[config.mk]
export PLATFORM = sky130hd
export DESIGN_NAME = frame_playback_flat
export DESIGN_NICKNAME = d
export VERILOG_FILES = /design/src/rtl/frame_playback_if.sv /design/src/rtl/frame_playback.sv /design/src/flat_wrapper.sv
export SDC_FILE = /design/constraint.sdc
export NUM_CORES = 1
export LEC_CHECK = 0
export CAP_MARGIN = 20
export CORE_MARGIN = 2
export CORE_UTILIZATION = 31
export CTS_BUF_LIST = sky130_fd_sc_hd__clkbuf_8 sky130_fd_sc_hd__clkbuf_16
export CTS_CLUSTER_DIAMETER = 200
export DETAILED_ROUTE_END_ITERATION = 12
export GPL_TIMING_DRIVEN = 0
export PLACE_DENSITY = 0.7
export SLEW_MARGIN = 20
export SYNTH_ARGS = -nofsm -noshare
export SYNTH_HDL_FRONTEND = slang
export SYNTH_SLANG_ARGS = --single-unit
[constraint.sdc]
create_clock -name iCLK -period 1.4 [get_ports iCLK]
set_input_delay 0.21 -clock iCLK [delete_from_list [all_inputs] [get_ports iCLK]]
set_output_delay 0.21 -clock iCLK [all_outputs]
set_load 0.05 [all_outputs]
[src/rtl/frame_playback_if.sv]
// Signal bundle between frame_playback, the VGA timing source and the frame memory.
// Read request: oMemRE qualifies oMemAddr for exactly one cycle; memory never stalls
// and presents the word on iMemData exactly RD_LAT cycles later, no ready needed.
interface frame_playback_if;
  logic        iSwitch;
  logic        iReady;
  logic [12:0] iX;
  logic [12:0] iY;
  logic [19:0] oMemAddr;
  logic        oMemRE;
  logic [15:0] iMemData;
  logic [9:0]  oRed;
  logic [9:0]  oGreen;
  logic [9:0]  oBlue;
  logic        oActive;
  logic        oBusy;
  logic        oLed;
  logic [1:0]  oState;

  modport master (
    input  iSwitch, iReady, iX, iY, iMemData,
    output oMemAddr, oMemRE, oRed, oGreen, oBlue, oActive, oBusy, oLed, oState
  );

  modport slave (
    output iSwitch, iReady, iX, iY, iMemData,
    input  oMemAddr, oMemRE, oRed, oGreen, oBlue, oActive, oBusy, oLed, oState
  );
endinterface

[src/rtl/frame_playback.sv]
// Replays a stored intensity frame onto live VGA timing: one memory read per
// active pixel, returned data shown as grey on all three colour channels.
module frame_playback #(
  parameter int H_START = 144,
  parameter int V_START = 35,
  parameter int H_RES   = 640,
  parameter int V_RES   = 480,
  parameter int RD_LAT  = 2   // legal 1..4
) (
  input  logic             iCLK,
  input  logic             iRST_N,
  frame_playback_if.master bus
);
  typedef enum logic [1:0] {IDLE = 2'd0, ARMED = 2'd1, PLAY = 2'd2} state_t;

  localparam logic [12:0] X_LO       = 13'(H_START);
  localparam logic [12:0] X_HI       = 13'(H_START + H_RES - 1);
  localparam logic [12:0] Y_LO       = 13'(V_START);
  localparam logic [12:0] Y_HI       = 13'(V_START + V_RES - 1);
  localparam logic [19:0] LINE_WORDS = 20'(H_RES);

  state_t            state;
  logic              fb;
  logic              run;
  logic              in_win;
  logic              hit;
  logic [12:0]       x_off;
  logic [12:0]       y_off;
  logic [19:0]       addr;
  logic [RD_LAT-1:0] vpipe;
  logic              unused_hi;

  assign fb        = (bus.iX == 13'd0) && (bus.iY == 13'd0);
  assign run       = bus.iSwitch && bus.iReady;
  assign in_win    = (bus.iX >= X_LO) && (bus.iX <= X_HI) &&
                     (bus.iY >= Y_LO) && (bus.iY <= Y_HI);
  assign hit       = (state == PLAY) && in_win;
  assign x_off     = bus.iX - X_LO;
  assign y_off     = bus.iY - Y_LO;
  assign addr      = 20'(x_off) + LINE_WORDS * 20'(y_off);
  assign unused_hi = ^bus.iMemData[15:10];
  assign bus.oState = state;

  // Dropping the request while ARMED cancels even on the FB cycle; in PLAY the
  // request is only looked at on FB, so a started frame always completes.
  always_ff @(posedge iCLK or negedge iRST_N) begin
    if (!iRST_N) begin
      state    <= IDLE;
      bus.oBusy <= 1'b0;
      bus.oLed  <= 1'b0;
    end else begin
      case (state)
        IDLE: begin
          if (run) begin
            state     <= ARMED;
            bus.oBusy <= 1'b1;
          end
        end
        ARMED: begin
          if (!run) begin
            state     <= IDLE;
            bus.oBusy <= 1'b0;
          end else if (fb) begin
            state    <= PLAY;
            bus.oLed <= 1'b1;
          end
        end
        PLAY: begin
          if (fb && !run) begin
            state     <= IDLE;
            bus.oBusy <= 1'b0;
            bus.oLed  <= 1'b0;
          end
        end
        default: begin
          state     <= IDLE;
          bus.oBusy <= 1'b0;
          bus.oLed  <= 1'b0;
        end
      endcase
    end
  end

  // Read issue, valid alignment with the memory latency, and the colour register.
  always_ff @(posedge iCLK or negedge iRST_N) begin
    if (!iRST_N) begin
      bus.oMemAddr <= 20'd0;
      bus.oMemRE   <= 1'b0;
      vpipe        <= '0;
      bus.oRed     <= 10'd0;
      bus.oGreen   <= 10'd0;
      bus.oBlue    <= 10'd0;
      bus.oActive  <= 1'b0;
    end else begin
      bus.oMemRE <= hit;
      if (hit) begin
        bus.oMemAddr <= addr;
      end
      vpipe[0] <= bus.oMemRE;
      for (int i = 1; i < RD_LAT; i++) begin
        vpipe[i] <= vpipe[i-1];
      end
      if (vpipe[RD_LAT-1]) begin
        bus.oRed    <= bus.iMemData[9:0];
        bus.oGreen  <= bus.iMemData[9:0];
        bus.oBlue   <= bus.iMemData[9:0];
        bus.oActive <= 1'b1;
      end else begin
        bus.oRed    <= 10'd0;
        bus.oGreen  <= 10'd0;
        bus.oBlue   <= 10'd0;
        bus.oActive <= 1'b0;
      end
    end
  end
endmodule

[src/flat_wrapper.sv]
// flat-port wrapper written by rule: the top's interface ports become plain ports
module frame_playback_flat 
#(
  parameter int H_START = 144,
  parameter int V_START = 35,
  parameter int H_RES   = 640,
  parameter int V_RES   = 480,
  parameter int RD_LAT  = 2                
)
  (iCLK, iRST_N, bus_iSwitch, bus_iReady, bus_iX, bus_iY, bus_iMemData, bus_oMemAddr, bus_oMemRE, bus_oRed, bus_oGreen, bus_oBlue, bus_oActive, bus_oBusy, bus_oLed, bus_oState);
  frame_playback_if bus_i ();
  input  logic iCLK;
  input  logic iRST_N;
  input wire logic [$bits(bus_i.iSwitch)-1:0] bus_iSwitch;
  input wire logic [$bits(bus_i.iReady)-1:0] bus_iReady;
  input wire logic [$bits(bus_i.iX)-1:0] bus_iX;
  input wire logic [$bits(bus_i.iY)-1:0] bus_iY;
  input wire logic [$bits(bus_i.iMemData)-1:0] bus_iMemData;
  output wire logic [$bits(bus_i.oMemAddr)-1:0] bus_oMemAddr;
  output wire logic [$bits(bus_i.oMemRE)-1:0] bus_oMemRE;
  output wire logic [$bits(bus_i.oRed)-1:0] bus_oRed;
  output wire logic [$bits(bus_i.oGreen)-1:0] bus_oGreen;
  output wire logic [$bits(bus_i.oBlue)-1:0] bus_oBlue;
  output wire logic [$bits(bus_i.oActive)-1:0] bus_oActive;
  output wire logic [$bits(bus_i.oBusy)-1:0] bus_oBusy;
  output wire logic [$bits(bus_i.oLed)-1:0] bus_oLed;
  output wire logic [$bits(bus_i.oState)-1:0] bus_oState;
  assign bus_i.iSwitch = bus_iSwitch;
  assign bus_i.iReady = bus_iReady;
  assign bus_i.iX = bus_iX;
  assign bus_i.iY = bus_iY;
  assign bus_i.iMemData = bus_iMemData;
  assign bus_oMemAddr = bus_i.oMemAddr;
  assign bus_oMemRE = bus_i.oMemRE;
  assign bus_oRed = bus_i.oRed;
  assign bus_oGreen = bus_i.oGreen;
  assign bus_oBlue = bus_i.oBlue;
  assign bus_oActive = bus_i.oActive;
  assign bus_oBusy = bus_i.oBusy;
  assign bus_oLed = bus_i.oLed;
  assign bus_oState = bus_i.oState;
  frame_playback #(.H_START(H_START), .V_START(V_START), .H_RES(H_RES), .V_RES(V_RES), .RD_LAT(RD_LAT)) u_core (.iCLK(iCLK), .iRST_N(iRST_N), .bus(bus_i));
endmodule
After elaboration in Yosys (flattened, before gate mapping) --
Index checks and enable logic that the tools add are counted.
Word-level totals: logic and storage cells 53, bits of input ports 46, output and inout bits 56, flip-flop bits (word level) 38
Cells by class: reduce and logical (&&, ||, !) cells 14, multiplexer cells 14, multiply operators 1, bitwise operators 1, add/sub/neg operators 3, magnitude comparators 4, equal/unequal tests 8
Operators by type and width (number):
- 13-bit by 10-bit <= comparator with 1-bit output, second input constant | 2
- 13-bit logical NOT | 2
- 13-bit by 20-bit adder with 20-bit output | 1
- 13-bit by 6-bit >= comparator with 1-bit output, second input constant | 1
- 13-bit by 8-bit >= comparator with 1-bit output, second input constant | 1
- 3-bit by 13-bit multiplier with 13-bit output, first input constant | 1
- 13-bit by 6-bit subtractor with 13-bit output, second input constant | 1
- 13-bit by 8-bit subtractor with 13-bit output, second input constant | 1
- 10-bit 2-to-1 mux | 1
- 2-bit 2-to-1 mux | 4
- 1-bit logical AND | 7
- 1-bit 2-to-1 mux | 6
- 2-bit by 1-bit inequality test with 1-bit output, second input constant | 3
- 1-bit case mux with 3 select lines | 2
- 2-bit case mux with 3 select lines | 1
- 3-bit AND reduction | 2
- 2-bit inequality test, second input constant | 2
- 4-bit AND reduction | 1
- 3-bit by 2-bit inequality test with 1-bit output, second input constant | 1
- 2-bit by 1-bit equality test with 1-bit output, second input constant | 1
- 2-bit equality test, second input constant | 1
- 2-bit logical NOT | 1
- 1-bit logical NOT | 1
- 1-bit inverter | 1

Depth between registers and ports, before layout --
word-level depth 5, gate-level depth with buffers 14, mapped depth without buffers 14

Worst setup path after synthesis --
Ideal clock, no wire load.
kind input to register, start input port bus_iY[2], end register u_core.bus.oMemAddr[19], library setup time 0.077 ns, cell stages on the path 14, arrival 3.253 ns, path slack -1.930 ns, data required time 1.323 ns, buffers on the path 1, path through buf_2 -> a2111o_1 -> a21oi_1 -> xnor2_1 -> inv_1 -> ha_1 -> ha_1 -> a21o_1 -> a31o_2 -> o21ai_0 -> nand4_1 -> nor4_1 -> xnor3_1 -> o21ai_1
On the way: word-level cells in the longest chain between the ends 4, elaborated cells on any way between the ends 8, those cells by class add/sub (2); mul (1); order compare (2); reduce/logical (3)
Ends and longest elaborated chain:
- start, declared | RTL line flat_wrapper.sv:17 | input wire logic [$bits(bus_i.iY)-1:0] bus_iY;
- parallel branches: the longest is 4 deep, another holds 13-bit by 20-bit adder with 20-bit output
- end signal, assigned | RTL line frame_playback.sv:97 | bus.oMemAddr <= addr;
- end, declared | RTL line frame_playback_if.sv:22 | output oMemAddr, oMemRE, oRed, oGreen, oBlue, oActive, oBusy, oLed, oState
Several ways; the timed one is not identified. A chain may end at the register's enable or synchronous reset.

Worst setup path after layout --
start input port bus_iY[1], end register u_core.bus.oMemAddr[19]
Same word-level chain as after synthesis.

==> flow_summary.json <==
{
  "place.gp.congestion": 0.879,
  "htreeDepth": 2,
  "detail-route-antenna-nets": 0,
  "avgSynthCellArea_sq_um": 8.79,
  "async_flop_share": 1.00,
  "start_util": 0.317,
  "grt_pass1_wl_um": 13100,
  "fmax_mhz": 319,
  "synth-edff-count": 0,
  "ctsLongestPathBuffers": 2,
  "dr.first_iter.drc_count": 117,
  "tightest_slew_ns": 0.519,
  "yosysUniqueCellTypes": 51,
  "ys_top_cells_by_count": "52 x nand2_1, 38 x dfrtp_1, 26 x ha_1",
  "place_inst": 537,
  "post-route-period-util": 2.24,
  "end_kind": "register",
  "diodes": 0,
  "min_period_ns": 3.14,
  "synth-seq-cells": 38,
  "status": "complete, but fails checks",
  "drt_first_pass_iters": 4,
  "syn_inst": 332,
  "violations": "setup timing",
  "grt_max_degree": 22,
  "ys_seq_area_frac": 0.326,
  "finalWorstSetupSlack_ns": -1.74,
  "cts_tree": "built",
  "dieHeight_um": 101,
  "antenna_found_initial": 0,
  "max_cap_viol_count": 0,
  "synth-warning-count": 0,
  "peakVddDrop_uv": 422,
  "synth_most_common_cell": "nand2_1",
  "hp-class": "input port to register",
  "cp.required_ns": 1.61,
  "postRouteWirelength_um": 9100,
  "r2r_start": "u_core.bus.oState[0]",
  "cts.sinks": 38,
  "grt.overflow.total": 0,
  "route.detailed.drc": 0,
  "skew_ns": 0.00598,
  "setup_viol": 25,
  "num_io_pins": 102,
  "yosys_most_used_dff": "dfrtp_1",
  "hold_depth": 2,
  "post-route-util": 0.546,
  "grt_setup_unrepaired": "yes",
  "cts-root-buf": "clkbuf_8",
  "slew_violations": 0,
  "instances_no_fill": 593,
  "area_growth_pct": 72.1,
  "path_class": "input port to register",
  "drive_gt1_frac": 0.473,
  "hold_start": "bus_iX[4]",
  "grt_pass1_vias": 2787,
  "cts_buffers": 5,
  "timing.rr.end": "u_core.bus.oMemAddr[16]",
  "core-area_sq_um": 9200,
  "wl_per_cell_um": 15.3,
  "synth_area_leaders": "dfrtp_1 33%, ha_1 11%, nand2_1 6.7%",
  "routed-via-count": 3019,
  "syn_nets": 406,
  "power_density_nw_per_um2": 889,
  "cellLeakagePower_nw": 2.41,
  "final_hold_viol_count": 0,
  "fin_nets": 556,
  "ff2ff_path_depth": 8,
  "clk_pin_slew_ns": 0.07,
  "io_buffer_count": 93,
  "arrival_ns": 3.35,
  "power_mw": 4.46,
  "dieArea_sq_um": 10200,
  "die_w_um": 101,
  "num_rows": 35,
  "vias_per_cell": 5.09,
  "track_usage": 0.158,
  "synth_top_area_share": 0.326,
  "insertion_delay_ns": 0.29,
  "hold-path-endpoint": "u_core.bus.oMemAddr[4]",
  "r2r_slack_ns": -0.38,
  "worstPathMaxFanout": 5,
  "maxSlewHeadroom": 0.654,
  "yosysTopAreaCell": "dfrtp_1",
  "critPathLaunchType": "input port",
  "synthesis.area_sq_um": 2920,
  "place_hpwl_um": 5960
}
[critical path, stage by stage]
cell	delay [ns]
buf_12	0.11
a2111o_1	0.48
buf_4	0.17
buf_4	0.13
a21oi_4	0.18
xnor2_2	0.09
xor2_1	0.17
ha_1	0.34
a21oi_2	0.23
o211ai_1	0.17
a31o_2	0.27
a21oi_2	0.16
xnor2_2	0.15
xnor3_1	0.36
o21ai_1	0.14
[cells in the final DEF (no fill, tap or decap), types with 5 or more instances in the layout]
| cell type | instances |
|---|---|
| buf_4 | 57 |
| nand2_1 | 47 |
| dfrtp_1 | 38 |
| clkbuf_2 | 21 |
| nor2_1 | 16 |
| clkdlybuf4s15_2 | 16 |
| buf_6 | 14 |
| buf_2 | 13 |
| xor2_1 | 13 |
| ha_1 | 13 |
| clkdlybuf4s50_1 | 13 |
| clkdlybuf4s15_1 | 13 |
| o21ai_1 | 12 |
| ha_4 | 12 |
| inv_1 | 10 |
| and2_1 | 10 |
| xnor2_2 | 9 |
| dlymetal6s2s_1 | 9 |
| xnor2_1 | 8 |
| a21oi_2 | 7 |
| o21ai_2 | 7 |
| buf_8 | 5 |
| nand3_1 | 5 |
| nand4_1 | 5 |
| nand2_2 | 5 |
| clkbuf_8 | 5 |
[where the power goes]
part / internal (mW) / switching (mW)
Sequential: 1.12 / 0.0187
Combinational: 1.26 / 1.36
Clock: 0.334 / 0.365
[sequential cells by signal, summed over array words and instances (netlist names)]
name / count
u_core.bus.oLed: 1
u_core.bus.oState: 2
u_core.vpipe: 2
u_core.bus.oGreen: 10
u_core.bus.oActive: 1
u_core.bus.oMemAddr: 20
u_core.bus.oBusy: 1
u_core.bus.oMemRE: 1
[worst max path at each step]
stage | end | slack (ns) | start
floorplan | u_core.bus.oMemAddr[19] | -1.72 | bus_iY[2]
global placement | u_core.bus.oMemAddr[19] | -2.61 | bus_iY[0]
detailed placement | u_core.bus.oMemAddr[19] | -2.59 | bus_iY[0]
CTS | u_core.bus.oMemAddr[19] | -1.70 | bus_iY[0]
global route | u_core.bus.oMemAddr[19] | -1.84 | bus_iY[1]
finish | u_core.bus.oMemAddr[19] | -1.74 | bus_iY[1]
[stage by stage]
stage               setup WS, ns  setup TNS [ns]  hold WS (ns)  area, sq um
global route               -1.84          -20.79         0.128         5020
detailed placement         -2.59          -43.07         0.208         4150
CTS                        -1.70          -24.97         0.273         4720
finish                     -1.74          -19.47         0.131         5020
global placement           -2.61          -70.22         0.337         4120
floorplan                  -1.72          -20.64       -0.0856         3050
[routing by layer]
layer,track usage,vias up,share of wire
li1,-,1440,-
met3,0.0298,24,0.067
met1,0.196,1417,0.40
met5,0,-,0
met4,0.0520,0,0.021
met2,0.274,138,0.51
[timing repair]
item	4_1_cts	5_1_grt
setup buffers	39	17
resized for setup	217	147
setup endpoints to repair	81	64
endpoints found under the hold margin	20	0
pin swaps	47	50
hold buffers	1	0
[area by class of cell]
type | instances | area (sq um)
Buffer | 26 | 220
Clock buffer | 5 | 68.8
Clock inverter | 2 | 10.0
Fill cell | 775 | 4170
Inverter | 18 | 88.8
Multi-Input combinational cell | 250 | 2270
Sequential cell | 38 | 951
Tap cell | 111 | 139
Timing Repair Buffer | 143 | 1280
[logic make-up after synthesis]
family / after synthesis / synth area share
and+or+nand+nor: 116 / 0.185
muxes: 3 / 0.0107
AOI/OAI and AO/OA: 68 / 0.160
adders and majority gates: 28 / 0.125
xor gates and xnor gates: 35 / 0.110
DFF: 38 / 0.326
buffers and inverters: 44 / 0.0832
No activity file was read; power rests on OpenSTA's default activity.
